### src/rtl/axi_rd_responder.sv
// rtl/axi_rd_responder.sv - AXI read burst responder in front of a single-port synchronous SRAM
// Optional feature: define RD_ERR_CNT_EN to add ERR_CNT, a saturating count of bursts
// that returned at least one non-OKAY beat.
module axi_rd_responder #(
  parameter int                   IDS_BITS      = 8,
  parameter int                   ADDR_BITS     = 32,
  parameter int                   DATA_BITS     = 32,
  parameter int                   MEM_ADDR_BITS = 14,
  parameter logic [ADDR_BITS-1:0] BASE_ADDR     = 32'h0001_0000
) (
  input  logic                     ACLK,
  input  logic                     ARESET,
  input  logic [IDS_BITS-1:0]      ARID_S,
  input  logic [ADDR_BITS-1:0]     ARADDR_S,
  input  logic [3:0]               ARLEN_S,
  input  logic [2:0]               ARSIZE_S,
  input  logic [1:0]               ARBURST_S,
  input  logic                     ARVALID_S,
  output logic                     ARREADY_S,
  output logic [IDS_BITS-1:0]      RID_S,
  output logic [DATA_BITS-1:0]     RDATA_S,
  output logic [1:0]               RRESP_S,
  output logic                     RLAST_S,
  output logic                     RVALID_S,
  input  logic                     RREADY_S,
  output logic                     MEM_CS,
  output logic [MEM_ADDR_BITS-1:0] MEM_A,
  input  logic [DATA_BITS-1:0]     MEM_DO
`ifdef RD_ERR_CNT_EN
  ,
  output logic [7:0]               ERR_CNT
`endif
);

  localparam int WIN_LSB = MEM_ADDR_BITS + 2;

  localparam logic [1:0] BURST_FIXED = 2'b00;
  localparam logic [1:0] BURST_WRAP  = 2'b10;
  localparam logic [1:0] BURST_RSVD  = 2'b11;

  localparam logic [1:0] RESP_OKAY   = 2'b00;
  localparam logic [1:0] RESP_SLVERR = 2'b10;
  localparam logic [1:0] RESP_DECERR = 2'b11;

  typedef enum logic [1:0] {
    S_IDLE,
    S_REQ,
    S_RESP
  } state_t;

  state_t                 state_q, state_d;
  logic [IDS_BITS-1:0]    id_q;
  logic [ADDR_BITS-1:0]   addr_q;
  logic [ADDR_BITS-1:0]   addr_next;
  logic [ADDR_BITS-1:0]   addr_incr;
  logic [ADDR_BITS-1:0]   wrap_mask;
  logic [3:0]             len_q;
  logic [3:0]             cnt_q;
  logic [1:0]             burst_q;
  logic                   slverr_q;
  logic                   err_seen_q;
  logic                   ar_slverr;
  logic                   wrap_len_ok;
  logic                   beat_decerr;
  logic [1:0]             beat_resp;
  logic                   beat_ok;
  logic                   last_beat;
  logic                   ar_fire;
  logic                   r_fire;

  // Burst-level error: illegal size, reserved burst type, or a WRAP length that is not 2/4/8/16 beats
  assign wrap_len_ok = (ARLEN_S == 4'd1) || (ARLEN_S == 4'd3) ||
                       (ARLEN_S == 4'd7) || (ARLEN_S == 4'd15);
  assign ar_slverr   = (ARSIZE_S != 3'b010) || (ARBURST_S == BURST_RSVD) ||
                       ((ARBURST_S == BURST_WRAP) && !wrap_len_ok);

  // Beat outside the SRAM window decodes to nothing; a burst error outranks it
  assign beat_decerr = (addr_q[ADDR_BITS-1:WIN_LSB] != BASE_ADDR[ADDR_BITS-1:WIN_LSB]);
  assign beat_resp   = slverr_q ? RESP_SLVERR : (beat_decerr ? RESP_DECERR : RESP_OKAY);
  assign beat_ok     = (beat_resp == RESP_OKAY);
  assign last_beat   = (cnt_q == len_q);

  assign ar_fire = ARVALID_S & ARREADY_S;
  assign r_fire  = RVALID_S & RREADY_S;

  // WRAP keeps the upper bits of the (len+1)*4 byte block and lets only the offset roll over
  assign addr_incr = addr_q + ADDR_BITS'(4);
  assign wrap_mask = {{(ADDR_BITS-6){1'b0}}, len_q, 2'b11};

  // Next beat address from the latched burst type
  always_comb begin
    addr_next = addr_incr;
    case (burst_q)
      BURST_FIXED: addr_next = addr_q;
      BURST_WRAP:  addr_next = (addr_q & ~wrap_mask) | (addr_incr & wrap_mask);
      default:     addr_next = addr_incr;
    endcase
  end

  // State register
  always_ff @(posedge ACLK) begin
    if (ARESET) begin
      state_q <= S_IDLE;
    end else begin
      state_q <= state_d;
    end
  end

  // Next state plus handshake and SRAM strobe; each beat is one REQ cycle then one or more RESP cycles
  always_comb begin
    state_d   = state_q;
    ARREADY_S = 1'b0;
    RVALID_S  = 1'b0;
    MEM_CS    = 1'b0;
    case (state_q)
      S_IDLE: begin
        ARREADY_S = ~ARESET;
        if (ARVALID_S && !ARESET) begin
          state_d = S_REQ;
        end
      end
      S_REQ: begin
        MEM_CS  = beat_ok;
        state_d = S_RESP;
      end
      S_RESP: begin
        RVALID_S = 1'b1;
        if (RREADY_S) begin
          state_d = last_beat ? S_IDLE : S_REQ;
        end
      end
      default: state_d = S_IDLE;
    endcase
  end

  // Capture the AR request, then step address and beat count on each accepted R beat
  always_ff @(posedge ACLK) begin
    if (ARESET) begin
      id_q       <= '0;
      addr_q     <= '0;
      len_q      <= '0;
      cnt_q      <= '0;
      burst_q    <= '0;
      slverr_q   <= 1'b0;
      err_seen_q <= 1'b0;
    end else if (ar_fire) begin
      id_q       <= ARID_S;
      addr_q     <= ARADDR_S & ~ADDR_BITS'(3);
      len_q      <= ARLEN_S;
      cnt_q      <= '0;
      burst_q    <= ARBURST_S;
      slverr_q   <= ar_slverr;
      err_seen_q <= 1'b0;
    end else if (r_fire) begin
      if (!beat_ok) begin
        err_seen_q <= 1'b1;
      end
      if (!last_beat) begin
        addr_q <= addr_next;
        cnt_q  <= cnt_q + 4'd1;
      end
    end
  end

  // R channel and SRAM address; SRAM output is held while MEM_CS is low, so RDATA is stable under stall
  always_comb begin
    RID_S   = id_q;
    RLAST_S = RVALID_S & last_beat;
    RRESP_S = RVALID_S ? beat_resp : RESP_OKAY;
    RDATA_S = (RVALID_S && beat_ok) ? MEM_DO : '0;
    MEM_A   = MEM_CS ? addr_q[WIN_LSB-1:2] : '0;
  end

`ifdef RD_ERR_CNT_EN
  // Count bursts that carried any error beat, bumped on the final R handshake and saturating
  always_ff @(posedge ACLK) begin
    if (ARESET) begin
      ERR_CNT <= 8'h00;
    end else if (r_fire && last_beat && (err_seen_q || !beat_ok) && (ERR_CNT != 8'hFF)) begin
      ERR_CNT <= ERR_CNT + 8'h01;
    end
  end
`endif

endmodule

### config.mk
export PLATFORM = sky130hd
export DESIGN_NAME = axi_rd_responder
export DESIGN_NICKNAME = d
export VERILOG_FILES = /design/src/rtl/axi_rd_responder.sv
export SDC_FILE = /design/constraint.sdc
export NUM_CORES = 1
export LEC_CHECK = 0
export CAP_MARGIN = 20
export CORE_MARGIN = 5
export CORE_UTILIZATION = 40
export CTS_CLUSTER_SIZE = 24
export DETAILED_ROUTE_END_ITERATION = 8
export PLACE_DENSITY = 0.8
export REMOVE_ABC_BUFFERS = 1
export SLEW_MARGIN = 20
export SYNTH_ARGS = -nofsm -noshare
export SYNTH_HDL_FRONTEND = slang
export SYNTH_SLANG_ARGS = --single-unit
### constraint.sdc
create_clock -name ACLK -period 2.53 [get_ports ACLK]
set_input_delay 0.6325 -clock ACLK [delete_from_list [all_inputs] [get_ports ACLK]]
set_output_delay 0.6325 -clock ACLK [all_outputs]
set_load 0.01 [all_outputs]
# Word level (Yosys, flattened, before mapping)
# Index checks and enable logic that the tools add are counted.
[op_classes] bitwise_logic=10 n_reduce_logical=19 n_eq_ne=16 muxes=16 n_addsub=2
[ops] op="$mux W32" n=4
[ops] op="$pmux W32 S2" n=1
[ops] op="$add A32 B3 Y32 const B" n=1
[ops] op="$and A32 B32 Y32" n=1
[ops] op="$and A32 B6 Y32" n=1
[ops] op="$not A6 Y32" n=1
[ops] op="$or A32 B32 Y32" n=1
[ops] op="$ne A16 B1 Y1 const B" n=1
[ops] op="$mux W14" n=1
[ops] op="$mux W2" n=5
[ops] op="$eq A2 B2 Y1 const B" n=4
[ops] op="$logic_not A2 Y1" n=3
[ops] op="$ne A2 B2 Y1 const B" n=3
[ops] op="$pmux W2 S3" n=1
[ops] op="$reduce_and A3 Y1" n=2
[ops] op="$logic_or A1 B1 Y1" n=5
[ops] op="$add A4 B1 Y4 const B" n=1
[ops] op="$eq A4 B1 Y1 const B" n=1
[ops] op="$eq A4 B2 Y1 const B" n=1
[ops] op="$eq A4 B3 Y1 const B" n=1
[ops] op="$eq A4 B4 Y1" n=1
[ops] op="$eq A4 B4 Y1 const B" n=1
[ops] op="$mux W1" n=4
[ops] op="$reduce_and A2 Y1" n=2
[ops] op="other kinds (9)" n=16
[totals] regBits=53 input_bits=85 output_inout_bits=60

# Depth between registers and ports, before layout
[logic_depth] depth_word=7 mapped_depth=8 ltp_nobuf=6

# Worst setup path after synthesis
# OpenSTA, ideal clock, no wires.
[synth_timing] path_type="reg-to-output" start="reg addr_q[29]" end="out MEM_A[0]" path_slack_ns=0.362 n_path_buf=2 stages_incl_launch_ff=7 required_ns=1.898 t_arrival_ns=1.536 cell_sequence="dfxtp_1 > nor4b_1 > nand4_1 > nor2_1 > clkbuf_1 > clkbuf_1 > and3_1"
[synth_via] elab_chain_cells=6
[synth_lines] item="start: declaration" line_no="53" source="logic [ADDR_BITS-1:0] addr_q;"
[synth_lines] item="start signal: assignment" line_no="148" source="addr_q <= ARADDR_S & ~ADDR_BITS'(3);"
[synth_lines] item="start signal: assignment" line_no="159" source="addr_q <= addr_next;"
[synth_lines] item="$ne A16 B1 Y1" line_no="78" source="assign beat_decerr = (addr_q[ADDR_BITS-1:WIN_LSB] != BASE_ADDR[ADDR_BITS-1:WIN_LSB]);"
[synth_lines] item="$mux W2 (2 in a row)" line_no="79" source="assign beat_resp = slverr_q ? RESP_SLVERR : (beat_decerr ? RESP_DECERR : RESP_OKAY);"
[synth_lines] item="$logic_not A2 Y1" line_no="80" source="assign beat_ok = (beat_resp == RESP_OKAY);"
[synth_lines] item="$mux W1" line_no="115" source="case (state_q)"
[synth_lines] item="$mux W14" line_no="171" source="MEM_A = MEM_CS ? addr_q[WIN_LSB-1:2] : '0;"
[synth_lines] item="end: declaration" line_no="27" source="output logic [MEM_ADDR_BITS-1:0] MEM_A,"
# Every way passes these cells.

# Final worst setup path
[layout_timing] start="reg addr_q[27]" end="out RDATA_S[5]"
[layout_via] elab_chain_cells=6
[layout_lines] item="$ne A16 B1 Y1" line_no="78"
[layout_lines] item="$mux W2 (2 in a row)" line_no="79"
[layout_lines] item="$logic_not A2 Y1" line_no="80"
[layout_lines] item="$logic_and A1 B1 Y1" line_no="170" source="RDATA_S = (RVALID_S && beat_ok) ? MEM_DO : '0;"
[layout_lines] item="$mux W32" line_no="170"
[layout_lines] item="end: declaration" line_no="21" source="output logic [DATA_BITS-1:0] RDATA_S,"
# Every way passes these cells.

==> results.txt <==
- Outcome: finished, violations left
- Violated checks: setup timing
* Leakage component of the power: 2.05 nW
* Power density cells: 361 nW/um^2
- Seq pwr share: 0.500
- MaxCap Viol Count: 0
- In this run the deepest clock path goes through 2 buffers.
- Switching power: 0.521 mW
* Combinational share of power: 0.238
- Global routing finished with a remaining overflow of 0.
- The first detailed-routing pass took 5 iterations.
- Largest stage delay on the critical path: 360 ps
- The die is 98.7 um tall.
* Critical Path, Cell by Cell: nor4_4, nand4_1, nor2_4, buf_12, and3_1, clkdlybuf4s15_2
- Clk slew on worst S/H paths: 100 ps
- Final estimated routing congestion in global placement: 0.957
- Counting flops with an async set or reset pin after synthesis yields a share of 0.
- The via count of the first global-routing pass is 3916.
- Pin count of the biggest net entering global routing: 33
* Post-synth cell types: 50
- Critical Path Fanout Max: 8
- Chip Width: 98.7 um
- Setup total negative slack on the finished layout was measured at -178 ps.
- Dividing the final minimum period by the clock period gives 1.01.
* Data arrival time of the worst path: 1930 ps
- Synthesized area per cell: 7.57 sq um
- The initial antenna violation count is 0.
- Core region area: 7690 sq um
* Most frequently used flop master after synthesis: sky130_fd_sc_hd__dfxtp_1
* Synthesis warning total: 0
- The final route contains 3976 vias.
- After detailed routing, the total wire length is 11800 um.
- Synthesized flop and latch total: 51
* Share of cells above drive strength 1: 0.232
- For this run, the total global-route usage over all layers was measured as 0.231.
- The setup path with the least slack is of type reg2out.
- After routing the design area is 5010 sq um.
- Across all hold checks on the routed design, the worst slack comes to 466 ps.
- Total power draw: 1.81 mW
- Using the TritonRoute via totals, the vias-per-cell ratio works out to 5.80.
- Final worst slack: -35.7 ps
- During I/O placement, the number of pins put on the boundary was 145.
- After legalization and detailed placement, the total HPWL measured 8740 um.
- Setup violations, final: 16
- Max-slew violation count: 0
- # H-tree levels: 2
* Sequential element share of the synthesized area: 0.324
- Die area: 9750 sq um
* Clock latency on the worst-skew pair: 310 ps
- Count of flip-flops with a built-in enable after synthesis: 0
- In this run the cell area of the synthesized design comes to 3150 sq um.
- 0 antenna diodes ended up in the layout.
* Wire length of the first global-routing pass: 18800 um
* Number of nets in the final layout: 669
- Worst voltage drop across the vdd grid: 263 uV
- Path type of the worst min-delay path: reg2reg
- Worst-path cell with the longest stage delay: sky130_fd_sc_hd__dfxtp_1
* Clock Sinks: 51
- Data required time at the worst endpoint: 1900 ps
* Number of instances in the synthesized netlist: 416
- In this run the critical register-to-register path is launched from state_q[1]$_SDFFE_PP0P_.
* CP Capture Type: output pin
- During placement, the flow inserted port buffers numbering 142.
- Area Growth Syn to Fin: 59.2%
- Initial standard-cell utilization of the core: 0.410
- DR DRC count: 0
* Number of hold violations in the final report: 0
* Kind of launch point of the worst setup path: flop
- Skew final: 9.34 ps
* Worst setup path start: addr_q[27]$_SDFFE_PP0P_
* Number of rows created at floorplan: 32
* Fraction of power spent switching nets: 0.288
- Placed instance area: 4900 sq um
- Proportion of power drawn by the clock network: 0.262
- For this block, the initial DRC count from the detailed router was 241.
* Worst slew margin relative to its limit: 0.748
* Internal power: 1.29 mW
* TritonCTS Buffers: 5
* TritonCTS clock tree: yes
* Hold Path Origin: RID_S[5]$_SDFFE_PP0P_
- Setup repair after global routing could not meet its margin everywhere.
* Number of nets still failing antenna checks after routing: 0
* Fin crit period: 2570 ps
- Buffer type at the clock tree root: sky130_fd_sc_hd__clkbuf_8
- At the pin with the least slew margin, the transition time is 378 ps.
- Drt wl/cell: 17.2 um
- Highest achievable clock rate: 390 MHz
-- stage by stage --
step	std cells	setup slack, ps	utilization
floorplan	386	-485	-
global placement	672	-97.6	0.638
detailed placement	672	-130	0.638
CTS	684	-72.1	0.634
global route	685	-101	0.652
finish	685	-35.7	0.652
-- cell families after synthesis --
logic type / Yosys count / share of synthesized area
flip-flops: 51 / 0.324
AO/OA/AOI/OAI: 85 / 0.181
buffers and inverters: 36 / 0.0477
XOR/XNOR: 10 / 0.0278
multiplexers: 6 / 0.0203
adder cells (fa/ha/maj): 2 / 0.00794
AND/OR/NAND/NOR: 226 / 0.391
-- metal layers --
| metal | share of wire | GRT usage | wire length [um] | vias up |
|---|---|---|---|---|
| met5 | 0 | 0 | 0 | - |
| met4 | 0.028 | 0.0756 | 325 | 0 |
| li1 | - | - | - | 1887 |
| met1 | 0.39 | 0.264 | 4610 | 1826 |
| met2 | 0.48 | 0.413 | 5660 | 233 |
| met3 | 0.10 | 0.0644 | 1190 | 30 |
-- cell usage in the layout, fill, tap and decap left out, drive strengths merged, types with 6 or more instances in the layout --
cell	netlist	final
a31oi	12	12
or3	7	7
and3	48	48
nor3	18	18
dfxtp	51	51
nand4	17	17
o21ai	18	18
nor2	17	17
clkdlybuf4s50	0	92
nand2	67	67
o311ai	8	8
or4	11	11
buf	9	93
clkbuf	21	6
nand3	15	15
nor4	9	9
a21oi	21	21
-- registers in the layout, indices dropped and copies added, names as in the netlist, named ones only --
signal    cells
state_q       2
addr_q       27
cnt_q         4
burst_q       2
slverr_q      1
len_q         4
RID_S         8
-- layout make-up --
| cell class | instances | area, sq um |
|---|---|---|
| well taps | 102 | 128 |
| multi-input cells | 329 | 2100 |
| fillers | 689 | 2680 |
| clock buffers | 5 | 68.8 |
| inverters | 6 | 22.5 |
| repair buffers | 189 | 1640 |
| flip-flops and latches | 51 | 1020 |
| clock inverters | 3 | 20.0 |
-- repair_timing --
item,CTS,global route
setup buffers,2,2
hold buffers,0,0
gates cloned,2,0
pin swaps,3,4
gates resized for setup,202,27
hold endpoints to repair,0,0
endpoints found under the setup margin,50,50
-- synth_stat cells, types with 3 or more instances --
| cell | number | area [sq um] |
|---|---|---|
| sky130_fd_sc_hd__nand2_1 | 67 | 251 |
| sky130_fd_sc_hd__dfxtp_1 | 51 | 1020 |
| sky130_fd_sc_hd__and3_1 | 48 | 300 |
| sky130_fd_sc_hd__a21oi_1 | 21 | 105 |
| sky130_fd_sc_hd__clkbuf_1 | 21 | 78.8 |
| sky130_fd_sc_hd__nor3_1 | 18 | 90.1 |
| sky130_fd_sc_hd__o21ai_0 | 18 | 90.1 |
| sky130_fd_sc_hd__nor2_1 | 17 | 63.8 |
| sky130_fd_sc_hd__nand4_1 | 16 | 100 |
| sky130_fd_sc_hd__nand3_1 | 14 | 70.1 |
| sky130_fd_sc_hd__a31oi_1 | 12 | 75.1 |
| sky130_fd_sc_hd__or4_1 | 11 | 82.6 |
| sky130_fd_sc_hd__o311ai_0 | 8 | 70.1 |
| sky130_fd_sc_hd__nor4_1 | 7 | 43.8 |
| sky130_fd_sc_hd__or3_1 | 7 | 43.8 |
| sky130_fd_sc_hd__buf_2 | 6 | 30.0 |
| sky130_fd_sc_hd__inv_1 | 5 | 18.8 |
| sky130_fd_sc_hd__o211ai_1 | 5 | 37.5 |
| sky130_fd_sc_hd__xnor2_1 | 5 | 43.8 |
| sky130_fd_sc_hd__xor2_1 | 5 | 43.8 |
| sky130_fd_sc_hd__a211oi_1 | 4 | 30.0 |
| sky130_fd_sc_hd__and2_1 | 4 | 25.0 |
| sky130_fd_sc_hd__a32oi_1 | 3 | 26.3 |
| sky130_fd_sc_hd__mux2_2 | 3 | 33.8 |
| sky130_fd_sc_hd__mux2i_1 | 3 | 30.0 |
| sky130_fd_sc_hd__o31a_1 | 3 | 26.3 |
-- final timing paths --
kind,cells past startpoint,slack [ps],endpoint
setup / recovery,6,-40,RDATA_S[5]
hold / removal,2,470,RID_S[5]$_SDFFE_PP0P_
setup reg to reg,7,210,addr_q[30]$_SDFFE_PP0P_
hold reg to reg,2,470,RID_S[5]$_SDFFE_PP0P_
-- power by group through the flow --
stage | clock (mW) | sequential [mW] | combinational [mW]
floorplan | 0 | 0.913 | 0.135
global placement | 0 | 0.910 | 0.401
detailed placement | 0 | 0.914 | 0.412
CTS | 0.480 | 0.899 | 0.423
global route | 0.507 | 0.910 | 0.468
finish | 0.473 | 0.904 | 0.431
-- worst max-delay path, delay by kind of cell (launching register included) --
| kind | cells | cell delay, ps |
|---|---|---|
| buffers and inverters | 2 | 380 |
| DFF | 1 | 360 |
| and+or+nand+nor | 4 | 870 |
(Power assumes the default switching activity.)
